--- src/rtl/ring_fifo_ctrl.sv ---
// Head/tail/count controller for a synchronous FIFO over external storage of any depth.
// Pointers wrap at NDATA-1, so non-power-of-two depths never address past the last entry.
module ring_fifo_ctrl #(
    parameter int NDATA     = 4,
    parameter int AF_LVL    = NDATA - 1,
    parameter int AE_LVL    = 1,
    parameter bit FULL_PASS = 1'b1,
    localparam int ABW      = ($clog2(NDATA) > 0) ? $clog2(NDATA) : 1,
    localparam int CBW      = $clog2(NDATA + 1)
) (
    input  logic           i_clk,
    input  logic           i_rst,
    input  logic           src_rdy,
    output logic           src_ack,
    output logic           dst_rdy,
    input  logic           dst_ack,
    input  logic           i_flush,
    output logic           o_wen,
    output logic [ABW-1:0] o_waddr,
    output logic [ABW-1:0] o_raddr,
    output logic [CBW-1:0] o_count,
    output logic           o_almost_full,
    output logic           o_almost_empty
);

    logic [ABW-1:0] head_q, head_d, tail_q, tail_d;
    logic [CBW-1:0] count_q, count_d;
    logic           full_s, empty_s, push_s, pop_s, cnt_en_s;

    function automatic logic [ABW-1:0] ptr_inc(input logic [ABW-1:0] ptr);
        if (ptr == ABW'(NDATA - 1)) begin
            ptr_inc = {ABW{1'b0}};
        end else begin
            ptr_inc = ptr + ABW'(1);
        end
    endfunction

    // Handshakes: src_ack is held low while reset is asserted so it shows its reset value.
    always_comb begin
        full_s  = (count_q == CBW'(NDATA));
        empty_s = (count_q == {CBW{1'b0}});
        dst_rdy = !empty_s && !i_flush;
        pop_s   = dst_ack && dst_rdy;
        if (FULL_PASS) begin
            src_ack = i_rst && src_rdy && !i_flush && (!full_s || pop_s);
        end else begin
            src_ack = i_rst && src_rdy && !i_flush && !full_s;
        end
        push_s = src_ack;
    end

    // Next-state pointers and occupancy; flush overrides any handshake.
    always_comb begin
        head_d   = head_q;
        tail_d   = tail_q;
        count_d  = count_q;
        cnt_en_s = push_s ^ pop_s;
        if (i_flush) begin
            head_d   = {ABW{1'b0}};
            tail_d   = {ABW{1'b0}};
            count_d  = {CBW{1'b0}};
            cnt_en_s = 1'b1;
        end else begin
            if (push_s) begin
                tail_d = ptr_inc(tail_q);
            end else begin
                tail_d = tail_q;
            end
            if (pop_s) begin
                head_d = ptr_inc(head_q);
            end else begin
                head_d = head_q;
            end
            if (push_s && !pop_s) begin
                count_d = count_q + CBW'(1);
            end else if (pop_s && !push_s) begin
                count_d = count_q - CBW'(1);
            end else begin
                count_d = count_q;
            end
        end
    end

    // State registers; count only loads when occupancy actually changes.
    always_ff @(posedge i_clk or negedge i_rst) begin
        if (!i_rst) begin
            head_q  <= {ABW{1'b0}};
            tail_q  <= {ABW{1'b0}};
            count_q <= {CBW{1'b0}};
        end else begin
            head_q <= head_d;
            tail_q <= tail_d;
            if (cnt_en_s) begin
                count_q <= count_d;
            end else begin
                count_q <= count_q;
            end
        end
    end

    assign o_wen          = src_ack;
    assign o_waddr        = tail_q;
    assign o_raddr        = head_q;
    assign o_count        = count_q;
    assign o_almost_full  = (int'(count_q) >= AF_LVL);
    assign o_almost_empty = (int'(count_q) <= AE_LVL);

    ring_fifo_ctrl_chk #(
        .NDATA (NDATA),
        .AF_LVL(AF_LVL),
        .AE_LVL(AE_LVL),
        .ABW   (ABW),
        .CBW   (CBW)
    ) u_chk (
        .i_clk  (i_clk),
        .i_rst  (i_rst),
        .head_q (head_q),
        .tail_q (tail_q),
        .count_q(count_q),
        .push_s (push_s),
        .pop_s  (pop_s)
    );

endmodule

// Invariant checks on the controller state; has no effect on the logic it observes.
module ring_fifo_ctrl_chk #(
    parameter int NDATA  = 4,
    parameter int AF_LVL = 3,
    parameter int AE_LVL = 1,
    parameter int ABW    = 2,
    parameter int CBW    = 3
) (
    input logic           i_clk,
    input logic           i_rst,
    input logic [ABW-1:0] head_q,
    input logic [ABW-1:0] tail_q,
    input logic [CBW-1:0] count_q,
    input logic           push_s,
    input logic           pop_s
);

    a_levels: assert property (@(posedge i_clk) (AF_LVL <= NDATA) && (AE_LVL < NDATA));

    a_count_max: assert property (@(posedge i_clk) disable iff (!i_rst)
        int'(count_q) <= NDATA);

    a_no_underflow: assert property (@(posedge i_clk) disable iff (!i_rst)
        !(pop_s && (count_q == {CBW{1'b0}})));

    a_no_overflow: assert property (@(posedge i_clk) disable iff (!i_rst)
        !(push_s && !pop_s && (int'(count_q) == NDATA)));

    a_ptr_count: assert property (@(posedge i_clk) disable iff (!i_rst)
        (int'(count_q) == ((int'(tail_q) - int'(head_q) + NDATA) % NDATA)) ||
        ((int'(count_q) == NDATA) && (tail_q == head_q)));

endmodule

--- config.mk ---
export PLATFORM = sky130hd
export DESIGN_NAME = ring_fifo_ctrl
export DESIGN_NICKNAME = d
export VERILOG_FILES = /design/src/rtl/ring_fifo_ctrl.sv
export SDC_FILE = /design/constraint.sdc
export NUM_CORES = 1
export LEC_CHECK = 0
export BUFFER_PORTS_ARGS = -buffer_cell sky130_fd_sc_hd__buf_2
export CORE_AREA = 5 5 42 44
export CTS_BUF_LIST = sky130_fd_sc_hd__clkbuf_2 sky130_fd_sc_hd__clkbuf_4 sky130_fd_sc_hd__clkbuf_8
export DETAILED_ROUTE_END_ITERATION = 8
export DIE_AREA = 0 0 47 49
export PLACE_DENSITY = 0.74
export SLEW_MARGIN = 30
export SYNTH_ARGS = -nofsm -noshare
export SYNTH_HDL_FRONTEND = slang
export SYNTH_SLANG_ARGS = --single-unit
--- constraint.sdc ---
create_clock -name i_clk -period 6.74 [get_ports i_clk]
set_clock_uncertainty 0.1 [all_clocks]
set_input_delay 1.348 -clock i_clk [delete_from_list [all_inputs] [get_ports i_clk]]
set_output_delay 1.348 -clock i_clk [all_outputs]
set_load 0.02 [all_outputs]
# After elaboration in Yosys (flattened, before gate mapping)
# Cells that the tools add are included.
[word_totals]
ff_bits = 7
input_bits = 5
output_inout_bits = 12
word_cells = 41
[classes]
add_sub_neg = 4
n_lt_le_gt_ge = 2
eq_ne = 3
n_mux = 10
n_bitwise = 1
reduce_logical = 18
[op_table]
columns = ["cell", "n"]
rows = [
  ["2-bit two-way mux", 6],
  ["3-bit two-way mux", 3],
  ["1-bit logical AND", 7],
  ["1-bit logical NOT", 5],
  ["2-bit by 1-bit adder with 2-bit output (second input constant)", 2],
  ["2-bit == test (second input constant)", 2],
  ["2-bit nonzero test", 2],
  ["3-bit by 1-bit adder with 3-bit output (second input constant)", 1],
  ["3-bit == test (second input constant)", 1],
  ["3-bit by 2-bit >= comparator with 1-bit output (second input constant)", 1],
  ["3-bit by 1-bit less-or-equal comparator with 1-bit output (second input constant)", 1],
  ["3-bit logical NOT", 1],
  ["3-bit nonzero test", 1],
  ["3-bit by 1-bit subtractor with 3-bit output (second input constant)", 1],
  ["2-bit AND reduction", 1],
  ["1-bit logical OR", 1],
  ["1-bit two-way mux", 1],
  ["1-bit bitwise XOR", 1],
]

# Depth between registers and ports, before layout
[depth]
ltp_word = 11
depth_mapped = 9
mapped_depth_nobuf = 9

# Worst setup path after synthesis
# OpenSTA, ideal clock, no wires.
[synth_timing]
path_kind = "input-to-output"
startpoint = "input port dst_ack"
endpoint = "output port src_ack"
arrival_ns = 1.998
t_required_ns = 5.292
setup_slack_ns = 3.294
path_stages = 4
n_path_buf = 1
path_cell_list = "nand3b_1 > nand4b_1 > inv_1 > buf_4"
[synth_via]
elab_chain_cells = 3
[synth_rtl]
columns = ["item", "line", "text"]
rows = [
  ["start, declared", "16", "input logic dst_ack,"],
  ["1-bit logical AND", "43", "pop_s = dst_ack && dst_rdy;"],
  ["1-bit logical OR", "45", "src_ack = i_rst && src_rdy && !i_flush && (!full_s || pop_s);"],
  ["1-bit logical AND", "45", ""],
  ["end, declared", "14", "output logic src_ack,"],
]
# No other way between the ends.

# Worst setup path after layout
[layout_timing]
startpoint = "input port i_flush"
endpoint = "output port o_wen"
[layout_via]
elab_chain_cells = 5
elab_cells_between_ends = 6
classes_between = "reduce/logical: 6"
[layout_rtl]
columns = ["item", "line", "text"]
rows = [
  ["start, declared", "17", "input logic i_flush,"],
  ["1-bit logical NOT *", "n/a", ""],
  ["1-bit logical AND", "42", "dst_rdy = !empty_s && !i_flush;"],
  ["1-bit logical AND", "43", ""],
  ["1-bit logical OR", "45", ""],
  ["1-bit logical AND *", "45", ""],
  ["end, declared", "18", "output logic o_wen,"],
]
# Every way passes the cells marked *; elsewhere a longest branch is shown, timed or not.

==> run metrics <==
status=finished, final reports clean; Final Critical Period=3560 ps; Root Driver=clkbuf_4; port bufs=16; Die Height=49 um; total power=0.106 mW; Slew HR=81.9%; HPWL after DPL=884 um; R2R Path End=o_count[1]; FF+latch count, synth=7; part of the Yosys area used for sequential elements=30.1%; most frequent cells in the layout=buf_2, ha_1, nor2_1, dfrtp_1, inv_1; initial antenna violation count=0; Core ar.=1400 um2; max-cap viol count=0; Rows=14; worst setup margin=3180 ps; drt first pass iters=3; first-pass GRT wire length=1.77 mm; total wire length=1.07 mm; Worst-path clk slew=50 ps; Peak VDD IR=0.107 mV; Sink Count=7; die width=47 um; CTS tree=yes; DR vias=447; power density cells=151 nW/um2; Setup crit start kind=primary input; Initial Util=41.5%; pre-CTS setup slack=3180 ps; beginning of the worst hold path=o_waddr[1]; crit path max-delay cell type=nand4b_1; CP Data Required Time=5290 ps; final period utilization=52.8%; DR iter-0 viols=1; placed cells=86; gpl congestion=0.709; FF-to-FF setup slack=4280 ps; Worst-Skew Late Latency=240 ps; total CTS buffers=3; worst hold path depth=2; slowest stage delay, CP=260 ps; CP Capture Type=primary output; layout cells sized above 1=39.2%; Reg2Reg Launch Point=o_count[0]; Most common cell on crit path=buf_2; most common cell after layout, fill and taps aside=buf_2; post-synthesis cell type count=19; hold endpoint=o_waddr[1]; Routed Antenna Nets=0; Setup Viol. Count Final=0; diodes inserted=0; worst-margin pin slew=271 ps; clock buffer depth=2; DR vias/cell=4.97; RSZ-0062 raised after global routing=no; worst path cell trace=buf_2 > nand4b_1 > inv_1 > buf_2; Post-Route Setup TNS=0 ps; worst-case reg-to-reg path depth=9; IO Pins=17; non-filler cells in the finished layout=90; H-tree levels=1; Nets=89; kind of critical path=primary input to primary output; largest net degree at the start of global routing=14; max frequency=281 MHz; Mapped Avg Cell Area=10.4 um2; Leak Pwr=0.398 nW; crit-path max FO=13; area grow syn2layout=20.4%; HP Class=register to register; Post-CTS Resized=0; Overflow after GRT=0; GRT Overall Usage=10.4%; vias in the first global route=400; setup bufs post-CTS=0; Die Area=2300 um2; crit path DAT=2110 ps; WHS=539 ps; Yosys warnings=0; synthesized area=582 um2; syn nets=70; CTS Hold Bufs=0; DRC viols=0; Mapped Cells=56; post-DR wirelength/cell=11.9 um; Final Hold Fails=0; fin. max-slew vios=0
critical path, delay by kind of cell:
| family | cells | cell delay, ps |
|---|---|---|
| buffers and inverters | 3 | 500 |
| AND/OR/NAND/NOR | 1 | 260 |
stage by stage:
step	area, um2	utilization [%]
after global routing	701	50.0
after floorplan	582	-
final	701	50.0
after CTS	701	50.0
after detailed placement	671	47.9
after global placement	671	47.9
synthesized netlist by cell type (all sizes together):
| master | count | area share (%) |
|---|---|---|
| a32oi | 1 | 4.7 |
| a21oi | 4 | 3.4 |
| nor2 | 8 | 5.2 |
| ha | 9 | 19 |
| nor2b | 4 | 4.3 |
| buf | 1 | 1.3 |
| clkbuf | 1 | 0.64 |
| nand2b | 1 | 2.4 |
| nand3b | 2 | 3.2 |
| o21ai | 2 | 1.7 |
| mux2i | 1 | 1.7 |
| mux2 | 6 | 13 |
| or2b | 1 | 1.3 |
| xor2 | 2 | 3.0 |
| inv | 5 | 3.2 |
| nand4b | 1 | 1.5 |
| dfrtp | 7 | 30 |
flip-flops by register name, indices dropped and copies added, names as in the netlist:
register  count
o_raddr       2
o_waddr       2
o_count       3
final cells by class:
class / instances / area (um2)
Clock buffer: 4 / 30.0
Fill cell: 146 / 701
Inverter: 5 / 18.8
Multi-Input combinational cell: 42 / 377
Sequential cell: 7 / 175
Tap cell: 16 / 20.0
Timing Repair Buffer: 16 / 80.1
layer usage:
metal | GRT usage [%] | routed length (um)
met1 | 14.2 | 487
met2 | 15.6 | 517
met3 | 2.21 | 51
met4 | 4.15 | 12
met5 | 0 | 0
cells by family (layout without fill, tap and decap cells):
logic type	after synthesis	count (layout)	share of synthesized area, %
simple gates	17	17	17.8
xor+xnor	2	2	3.01
compound gates	7	7	9.89
fa+ha+maj	9	9	19.4
flops	7	7	30.1
mux	7	7	14.6
buf+inv	7	25	5.16
worst max path at each step:
| stage | end | slack (ps) | depth (start not counted) | start |
|---|---|---|---|---|
| floorplan | src_ack | 3290 | 4 | dst_ack |
| global placement | o_wen | 3220 | 4 | i_flush |
| detailed placement | src_ack | 3180 | 4 | i_flush |
| CTS | src_ack | 3180 | 4 | i_flush |
| global route | o_wen | 3080 | 4 | i_flush |
| finish | o_wen | 3180 | 4 | i_flush |
report_power, final:
part / internal, mW / switching [mW]
Sequential: 0.0435 / 0.00133
Clock: 0.0265 / 0.0145
Combinational: 0.00792 / 0.0119
Total: 0.0780 / 0.0277
(Power assumes the default switching activity.)
